File: src/rtl/mcu_spi_slave_pkg.sv
// rtl/mcu_spi_slave_pkg.sv - shared types and constants for the MCU SPI responder
package mcu_spi_slave_pkg;

  typedef enum logic [1:0] {
    ST_IDLE,
    ST_CMD,
    ST_DATA
  } spi_slv_state_t;

  // Command byte layout: {wr, addr[6:0]}
  localparam int SPI_CMD_WR_BIT = 7;

endpackage

File: src/rtl/mcu_spi_slave_sync_edge_det.sv
// rtl/mcu_spi_slave_sync_edge_det.sv - synchroniser with rise/fall pulse outputs
module sync_edge_det #(
  parameter int   STAGES    = 2,
  parameter logic RESET_VAL = 1'b0
) (
  input  logic i_clk,
  input  logic i_rst,
  input  logic i_d,
  output logic o_rise,
  output logic o_fall
);

  logic [STAGES-1:0] r_sync;
  logic              r_prev;
  logic [STAGES:0]   r_warm;
  logic              w_q;

  assign w_q = r_sync[STAGES-1];

  // Synchroniser chain plus one history flop. r_warm masks edges until the
  // chain and history hold real samples, so a line that was already at its
  // non-preset level during reset never produces a phantom edge.
  always_ff @(posedge i_clk or posedge i_rst) begin
    if (i_rst) begin
      r_sync <= {STAGES{RESET_VAL}};
      r_prev <= RESET_VAL;
      r_warm <= '0;
    end else begin
      r_sync <= {r_sync[STAGES-2:0], i_d};
      r_prev <= w_q;
      r_warm <= {r_warm[STAGES-1:0], 1'b1};
    end
  end

  assign o_rise = r_warm[STAGES] & w_q & ~r_prev;
  assign o_fall = r_warm[STAGES] & ~w_q & r_prev;

endmodule

File: src/rtl/mcu_spi_slave.sv
// rtl/mcu_spi_slave.sv - SPI mode-0 responder giving an MCU access to a 7-bit register space
module mcu_spi_slave
  import mcu_spi_slave_pkg::*;
#(
  parameter int SYNC_STAGES = 2,
  parameter int AUTO_INC    = 1
) (
  input  logic       clk28,
  input  logic       rst,
  input  logic       spi_sck,
  input  logic       spi_cs_n,
  input  logic       spi_mosi,
  output logic       spi_miso,
  output logic       spi_miso_oe,
  output logic [6:0] reg_addr,
  output logic [7:0] reg_wdata,
  output logic       reg_wr,
  output logic       reg_rd,
  input  logic [7:0] reg_rdata,
  output logic       frame_active
);

  spi_slv_state_t r_state;
  spi_slv_state_t w_state_nxt;

  logic [SYNC_STAGES-1:0] r_mosi_sync;
  logic       w_mosi_q;
  logic       w_sck_rise;
  logic       w_sck_fall;
  logic       w_cs_rise;
  logic       w_cs_fall;
  logic       w_in_frame;
  logic       w_rise_act;
  logic       w_fall_act;
  logic       w_byte_done;
  logic [7:0] w_byte;

  logic [2:0] r_bit_cnt;
  logic [6:0] r_rx;
  logic [6:0] r_tx;
  logic       r_miso;
  logic       r_oe;
  logic [6:0] r_addr;
  logic [7:0] r_wdata;
  logic       r_wr;
  logic       r_rd;
  logic       r_rd_d1;
  logic       r_rd_d2;
  logic       r_wr_flag;

  sync_edge_det #(
    .STAGES    (SYNC_STAGES),
    .RESET_VAL (1'b0)
  ) u_sck_sync (
    .i_clk  (clk28),
    .i_rst  (rst),
    .i_d    (spi_sck),
    .o_rise (w_sck_rise),
    .o_fall (w_sck_fall)
  );

  sync_edge_det #(
    .STAGES    (SYNC_STAGES),
    .RESET_VAL (1'b1)
  ) u_cs_sync (
    .i_clk  (clk28),
    .i_rst  (rst),
    .i_d    (spi_cs_n),
    .o_rise (w_cs_rise),
    .o_fall (w_cs_fall)
  );

  // MOSI gets the same depth as SCK so the sampled bit lines up with the detected rise
  always_ff @(posedge clk28 or posedge rst) begin
    if (rst) begin
      r_mosi_sync <= {SYNC_STAGES{1'b1}};
    end else begin
      r_mosi_sync <= {r_mosi_sync[SYNC_STAGES-2:0], spi_mosi};
    end
  end

  assign w_mosi_q    = r_mosi_sync[SYNC_STAGES-1];
  // Outside a frame the chip is deselected, so SCK activity is ignored
  assign w_in_frame  = (r_state != ST_IDLE);
  assign w_rise_act  = w_in_frame & w_sck_rise;
  assign w_fall_act  = w_in_frame & w_sck_fall;
  assign w_byte      = {r_rx, w_mosi_q};
  assign w_byte_done = w_rise_act & (r_bit_cnt == 3'd7);

  // FSM state register
  always_ff @(posedge clk28 or posedge rst) begin
    if (rst) begin
      r_state <= ST_IDLE;
    end else begin
      r_state <= w_state_nxt;
    end
  end

  // FSM next state: CS edges frame the transfer, first full byte is the command
  always_comb begin
    w_state_nxt = r_state;
    case (r_state)
      ST_IDLE: if (w_cs_fall) w_state_nxt = ST_CMD;
      ST_CMD: begin
        if (w_cs_rise)        w_state_nxt = ST_IDLE;
        else if (w_byte_done) w_state_nxt = ST_DATA;
      end
      ST_DATA: if (w_cs_rise) w_state_nxt = ST_IDLE;
      default: w_state_nxt = ST_IDLE;
    endcase
  end

  // FSM outputs
  always_comb begin
    frame_active = (r_state != ST_IDLE);
  end

  // Shift registers, bit counter, address counter and register strobes
  always_ff @(posedge clk28 or posedge rst) begin
    if (rst) begin
      r_bit_cnt <= 3'd0;
      r_rx      <= 7'd0;
      r_tx      <= 7'h7F;
      r_miso    <= 1'b1;
      r_oe      <= 1'b0;
      r_addr    <= 7'd0;
      r_wdata   <= 8'd0;
      r_wr      <= 1'b0;
      r_rd      <= 1'b0;
      r_rd_d1   <= 1'b0;
      r_rd_d2   <= 1'b0;
      r_wr_flag <= 1'b0;
    end else begin
      r_wr    <= 1'b0;
      r_rd    <= 1'b0;
      r_rd_d1 <= r_rd;
      r_rd_d2 <= r_rd_d1;

      // Post-increment lands the clock after the write strobe
      if (r_wr && (AUTO_INC != 0)) begin
        r_addr <= r_addr + 7'd1;
      end

      if (w_cs_fall && (r_state == ST_IDLE)) begin
        r_bit_cnt <= 3'd0;
        r_oe      <= 1'b1;
        r_miso    <= 1'b1;
        r_tx      <= 7'h7F;
      end else if (w_cs_rise) begin
        // Partial byte is simply forgotten; nothing is strobed
        r_bit_cnt <= 3'd0;
        r_oe      <= 1'b0;
        r_miso    <= 1'b1;
        r_tx      <= 7'h7F;
      end else if (w_in_frame) begin
        if (w_rise_act) begin
          r_rx      <= w_byte[6:0];
          r_bit_cnt <= r_bit_cnt + 3'd1;
          if (r_bit_cnt == 3'd7) begin
            if (r_state == ST_CMD) begin
              r_wr_flag <= w_byte[SPI_CMD_WR_BIT];
              r_addr    <= w_byte[6:0];
              r_rd      <= ~w_byte[SPI_CMD_WR_BIT];
            end else if (r_wr_flag) begin
              r_wdata <= w_byte;
              r_wr    <= 1'b1;
            end else begin
              // Read burst: step to the next address and prefetch it
              if (AUTO_INC != 0) begin
                r_addr <= r_addr + 7'd1;
              end
              r_rd <= 1'b1;
            end
          end
        end else if (w_fall_act && (r_bit_cnt != 3'd0)) begin
          // The fall right after a byte boundary keeps the freshly loaded MSB
          r_miso <= r_tx[6];
          r_tx   <= {r_tx[5:0], 1'b1};
        end

        // Read data returns two clocks after the request
        if (r_rd_d2) begin
          r_miso <= reg_rdata[7];
          r_tx   <= reg_rdata[6:0];
        end
      end
    end
  end

  assign spi_miso    = r_miso;
  assign spi_miso_oe = r_oe;
  assign reg_addr    = r_addr;
  assign reg_wdata   = r_wdata;
  assign reg_wr      = r_wr;
  assign reg_rd      = r_rd;

endmodule
File: config.mk
export PLATFORM = sky130hd
export DESIGN_NAME = mcu_spi_slave
export DESIGN_NICKNAME = d
export VERILOG_FILES = /design/src/rtl/mcu_spi_slave_pkg.sv /design/src/rtl/mcu_spi_slave_sync_edge_det.sv /design/src/rtl/mcu_spi_slave.sv
export SDC_FILE = /design/constraint.sdc
export NUM_CORES = 1
export LEC_CHECK = 0
export BUFFER_PORTS_ARGS = -buffer_cell sky130_fd_sc_hd__buf_4
export CORE_MARGIN = 4
export CORE_UTILIZATION = 55
export CTS_CLUSTER_SIZE = 30
export DETAILED_ROUTE_END_ITERATION = 8
export GPL_TIMING_DRIVEN = 1
export PLACE_DENSITY = 0.83
export SLEW_MARGIN = 25
export SYNTH_ARGS = -nofsm -noshare
export SYNTH_HDL_FRONTEND = slang
export SYNTH_HIERARCHICAL = 1
export SYNTH_SLANG_ARGS = --single-unit
File: constraint.sdc
create_clock -name clk28 -period 2.6 [get_ports clk28]
set_input_delay 0.52 -clock clk28 [delete_from_list [all_inputs] [get_ports clk28]]
set_output_delay 0.52 -clock clk28 [all_outputs]
set_load 0.005 [all_outputs]
Word level (Yosys, flattened, before mapping). Cells that the tools add are included.

Flip-flop bits (word level): 55. Input port bits: 13. Output and inout port bits: 20.

Add/sub/neg operators: 2. Equal/unequal tests: 7. Mux-type cells: 45. Bitwise logic cells: 19. Reduce and logical (&&, ||, !) cells: 15.

Operator list (number): 7-bit 2-to-1 mux (14); 1-bit 2-to-1 mux (22); 3-bit 2-to-1 mux (4); 1-bit AND (11); 3-bit nonzero test (3); 2-bit 2-to-1 mux (4); 1-bit inverter (8); 7-bit by 1-bit adder with 7-bit output, second input constant (1); 7-bit AND reduction (1); 2-bit one-hot mux with 3 select lines (1); 3-bit AND reduction (2); 6-bit AND reduction (1); 4-bit by 1-bit inequality test with 1-bit output, second input constant (1); 4-bit AND reduction (1); 2-bit nonzero test (2); 4-bit nonzero test (1); 3-bit by 1-bit adder with 3-bit output, second input constant (1); 3-bit == test, second input constant (1); 3-bit by 2-bit inequality test with 1-bit output, second input constant (1); 2-bit by 1-bit == test with 1-bit output, second input constant (1); 2-bit == test, second input constant (1); 1-bit logical AND (2); 2-bit logical NOT (1); 2-bit by 1-bit inequality test with 1-bit output, second input constant (1); 2 further kinds (2).

Depth between registers and ports, before layout.
Depth after elaboration: 11. Depth in mapped cells: 6. Mapped depth without buffers: 6.

By module. Netlist, hierarchy kept.

By module, submodules not included: mcu_spi_slave (times used 1, cells each 170, area an instance 2034.5 um^2, sequential area each 1088.5 um^2); sync_edge_det (u_cs_sync) (times used 1, cells each 10, area an instance 178.9 um^2, sequential area each 153.9 um^2); sync_edge_det (u_sck_sync) (times used 1, cells each 10, area an instance 175.2 um^2, sequential area each 150.1 um^2).

Worst setup path after synthesis. Ideal clock, no wire load.

Kind: register -> register. Start: register r_bit_cnt[0]. End: register r_wdata[2] (netlist: reg_wdata[2]). Arrival time: 1.645 ns. Required time: 2.473 ns. Setup slack: 0.828 ns. Stages on the path, launching flop included: 7. Path buffers: 1. Clock period less this slack: 1.772 ns. Cells stage by stage: dfrtp_1 ha_1 ha_1 and3b_1 and3_1 buf_6 mux2_1.

Longest elaborated chain between the ends: 2.

Ends and longest elaborated chain: start, declared (line mcu_spi_slave.sv:38) `logic [2:0] r_bit_cnt;`; start signal, assigned (line mcu_spi_slave.sv:158) `r_bit_cnt <= r_bit_cnt + 3'd1;`; 3-bit == test (line mcu_spi_slave.sv:159) `if (r_bit_cnt == 3'd7) begin`; 7-bit AND reduction (no source line); end signal, assigned (line mcu_spi_slave.sv:165) `r_wdata <= w_byte;`; end, declared (line mcu_spi_slave.sv:44) `logic [7:0] r_wdata;`.

Every way passes these cells. A chain may end at the register's enable or synchronous reset.

Final worst setup path.
Start: register u_cs_sync.r_prev. End: register r_wdata[1] (netlist: reg_wdata[1]).

Longest elaborated chain between the ends: 4. Elaborated cells between the ends (all ways): 7.

Ends and longest elaborated chain: start, declared (line mcu_spi_slave_sync_edge_det.sv:14) `logic r_prev;`; start signal, assigned (line mcu_spi_slave_sync_edge_det.sv:30) `r_prev <= w_q;`; 1-bit inverter (line mcu_spi_slave_sync_edge_det.sv:35) `assign o_rise = r_warm[STAGES] & w_q & ~r_prev;`; 1-bit AND (line mcu_spi_slave_sync_edge_det.sv:35); net w_cs_rise (line mcu_spi_slave.sv:30) `logic w_cs_rise;`; 1-bit inverter (no source line); 7-bit AND reduction (no source line).

The timed path passes the listed nets, and every way through them passes these cells.

==> impl_results.rst <==
.. list-table::
   :header-rows: 1

   * - Metric
     - Value
   * - Number of ports placed on the die boundary
     - 33
   * - Xor/xnor cell area share of the yosys netlist
     - 0%
   * - Half-perimeter wire length of the detailed placement result
     - 3.06 mm
   * - Wire length reported by the detailed router
     - 4.28 mm
   * - Total global routing track utilization
     - 17.8%
   * - Number of sinks on the clock net
     - 55
   * - Worst Path Arrival
     - 2.34 ns
   * - Sequential share of the synthesized area
     - 58.3%
   * - Maximum achievable frequency
     - 468 MHz
   * - Main area contributors after synthesis
     - dfrtp_1, dfstp_2, mux2_2
   * - Complex-gate fraction of the synthesized area
     - 12.5%
   * - Floorplan die height
     - 73.9 um
   * - Count of inserted antenna diode cells
     - 0
   * - Count of input and output buffers
     - 32
   * - Vias in the first global route
     - 1507
   * - Post-layout util
     - 67.1%
   * - Final GP Congestion
     - 0.918
   * - Longest Clk Path Bufs
     - 2
   * - Cell row count
     - 23
   * - First-pass GRT wire length
     - 7.33 mm
   * - Pin slew with the least headroom to its limit
     - slightly above 0.7 ns
   * - Reg2reg path depth
     - 4
   * - Maximum number of pins on one net before global-route repair
     - 44
   * - Detail-routed net length per standard cell
     - between 15 and 20 um
   * - CTS Buf Count
     - 5
   * - Remaining antenna violation count after routing
     - 0
   * - Number of synthesis warnings
     - 6
   * - Total negative slack for setup checks
     - 0 ns
   * - CTS tree
     - done
   * - Dominant cell type by area after synthesis
     - dfrtp_1
   * - Capture point of the worst reg-to-reg path
     - reg_wdata[1]
   * - Most instantiated flip-flop cell in the synthesis netlist
     - dfrtp_1
   * - Area of all placed cells without fillers
     - 0.00274 mm2
   * - Leak
     - 0.00137 uW
   * - Total iterations of the first detailed-routing run
     - 4
   * - Worst setup margin
     - 0.465 ns
   * - Root buffer cell
     - clkbuf_8
   * - Setup repair after global routing missed its margin
     - no
   * - Post-CTS Repair Setup Buffers
     - 0
   * - DRC violation total after the first TritonRoute iteration
     - between 100 and 150
   * - Post-synthesis net count
     - 207
   * - Seq cells post-synth
     - 55
   * - Sort of element at the end of the critical path
     - flop
   * - Peak supply drop
     - 0.417 mV
   * - Startpoint of the most critical register-to-register path
     - u_cs_sync/r_prev
   * - Worst clock skew
     - ~0.0028 ns
   * - Final critical path time including I/O delays and setup
     - about 2.1 ns
   * - Number of levels in the clock H-tree
     - 2
   * - Mux contribution to synthesized area
     - between 10% and 20%
   * - Startpoint Class
     - flop
   * - Worst max-slew margin expressed relative to the limit
     - 51.5%
   * - Ratio of total power to cell area
     - 574 mW/mm2
   * - Nets
     - approximately 240
   * - Critical path required time
     - approximately 2.8 ns
   * - Cell area after technology mapping
     - 0.00239 mm2
   * - Final Cycle Share
     - 82.1%
   * - Hold-fix buffers at CTS
     - 0
   * - Post-synth top cells
     - dfrtp_1, mux2_2, dfstp_2, nor2_1, inv_1
   * - Number of failing hold endpoints at the final stage
     - 0
   * - Place WS
     - 0.491 ns
   * - Count of instances resized after the clock tree is built
     - 0
   * - Die Width
     - between 70 and 80 um
   * - Antenna violations before repair
     - 0
   * - Clock transition at path regs
     - around 0.090 ns
   * - Vias after detailed routing
     - 1610
   * - Most numerous cell in the Yosys netlist
     - dfrtp_1
   * - Final setup vio count
     - 0
   * - Simple-Gate Fraction of Synth Area
     - 12.4%
   * - Placement-stage cell area
     - 0.00265 mm2
   * - Floorplan Core Area
     - between 0.004 and 0.005 mm2
   * - Worst skew pair latency
     - 0.31 ns
   * - Status
     - finished, final reports clean
   * - Max-cap check violation count
     - 0
   * - Initial cell density of the core
     - 58.5%
   * - Largest family of logic cells by synthesized area
     - compound AO/OA/AOI/OAI gates
   * - Share of async-settable or async-resettable flops after synthesis
     - 100%
   * - Area growth from synthesis to layout
     - 14.8%
   * - Total Power
     - 1570 uW
   * - DRC violation count after routing
     - 0
   * - Critical path class
     - flop to flop
   * - Critical-path maximum fanout
     - 12
   * - Flop2flop setup slack
     - 0.46 ns
   * - Die area
     - 0.00546 mm2
   * - Post-synthesis cell type count
     - 46
   * - EDFF count, synth
     - 0
   * - Mapped Avg Cell Area
     - between 10 and 15 um2
   * - Pins Over Slew Limit
     - 0
   * - Via density per instance
     - 5.85
   * - Ratio of cells with drive above 1 in the final layout
     - between 30 and 40%
   * - Hold/Removal Path Class
     - primary input to asynchronous set/reset pin
   * - Congestion Overflow GR
     - 0
   * - Adder-Cell Fraction of Synth Area
     - 2.10%
   * - Synth Instances
     - 190
   * - Area share of the largest cell type after synthesis
     - approximately 44%
==> per-stage QoR <==
stage                     instances  hold WS [ns]
final                           275         0.121
after global routing            275         0.129
after CTS                       275         0.120
after detailed placement        267         0.339
after global placement          267         0.331
after floorplan                 190         0.309
==> layout by cell type, fill, tap and decap left out, types with 6 or more instances in the layout <==
cell type	instances
dfstp_2	13
nor3_1	6
mux2i_1	9
inv_1	10
nor2_1	13
mux2_2	14
nand2_1	6
buf_4	33
and3_1	6
a2bb2oi_1	8
a21oi_1	6
dfrtp_1	42
==> registers in the layout (all words and copies together), names as in the netlist, 3 cells and up <==
signal             cells
reg_wdata              8
r_bit_cnt              3
r_tx                   7
reg_addr               7
u_cs_sync/r_warm       3
u_sck_sync/r_warm      3
r_rx                   7
==> cell type report <==
cell class / instances / area (um2)
Clock buffer: 5 / 68.8
Sequential cell: 55 / 1390
Timing Repair Buffer: 33 / 248
Inverter: 10 / 37.5
Clock inverter: 3 / 22.5
Fill cell: 311 / 1340
Multi-Input combinational cell: 119 / 911
Tap cell: 50 / 62.6
==> power by group <==
part           switching, uW  internal (uW)  leakage [uW]  total, uW
Sequential              45.2            908      0.000694        953
Clock                    275            193     0.0000485        468
Combinational           76.3           78.0      0.000626        154
==> worst max-delay path by stage <==
stage | cells past startpoint | end | slack, ns | from
floorplan | 6 | reg_wdata[2] | 0.83 | r_bit_cnt[0]
global placement | 4 | reg_wdata[3] | 0.54 | u_cs_sync/r_prev
detailed placement | 4 | reg_wdata[7] | 0.49 | u_cs_sync/r_prev
CTS | 4 | reg_wdata[7] | 0.47 | u_cs_sync/r_prev
global route | 4 | reg_wdata[7] | 0.31 | u_cs_sync/r_prev
finish | 4 | reg_wdata[1] | 0.46 | u_cs_sync/r_prev
==> worst max-delay path, stage by stage, from the launching register on <==
cell     delay (ns)
dfstp_2        0.53
and3b_1        0.30
and3b_1        0.37
and3_1         0.44
mux2_2         0.39
==> per-layer routing <==
metal	track usage [%]	vias up	share of wire [%]
met5	0	-	0
met2	25.6	46	47
li1	-	753	-
met4	7.04	0	1.7
met3	5.06	11	5.2
met1	25.4	800	46
==> cell families after synthesis <==
family | count (synthesis)
muxes | 24
and+or+nand+nor | 51
adders and majority gates | 4
AOI/OAI and AO/OA | 38
other | 2
DFF | 55
buffers and inverters | 16
No activity file was read; power rests on OpenSTA's default activity.
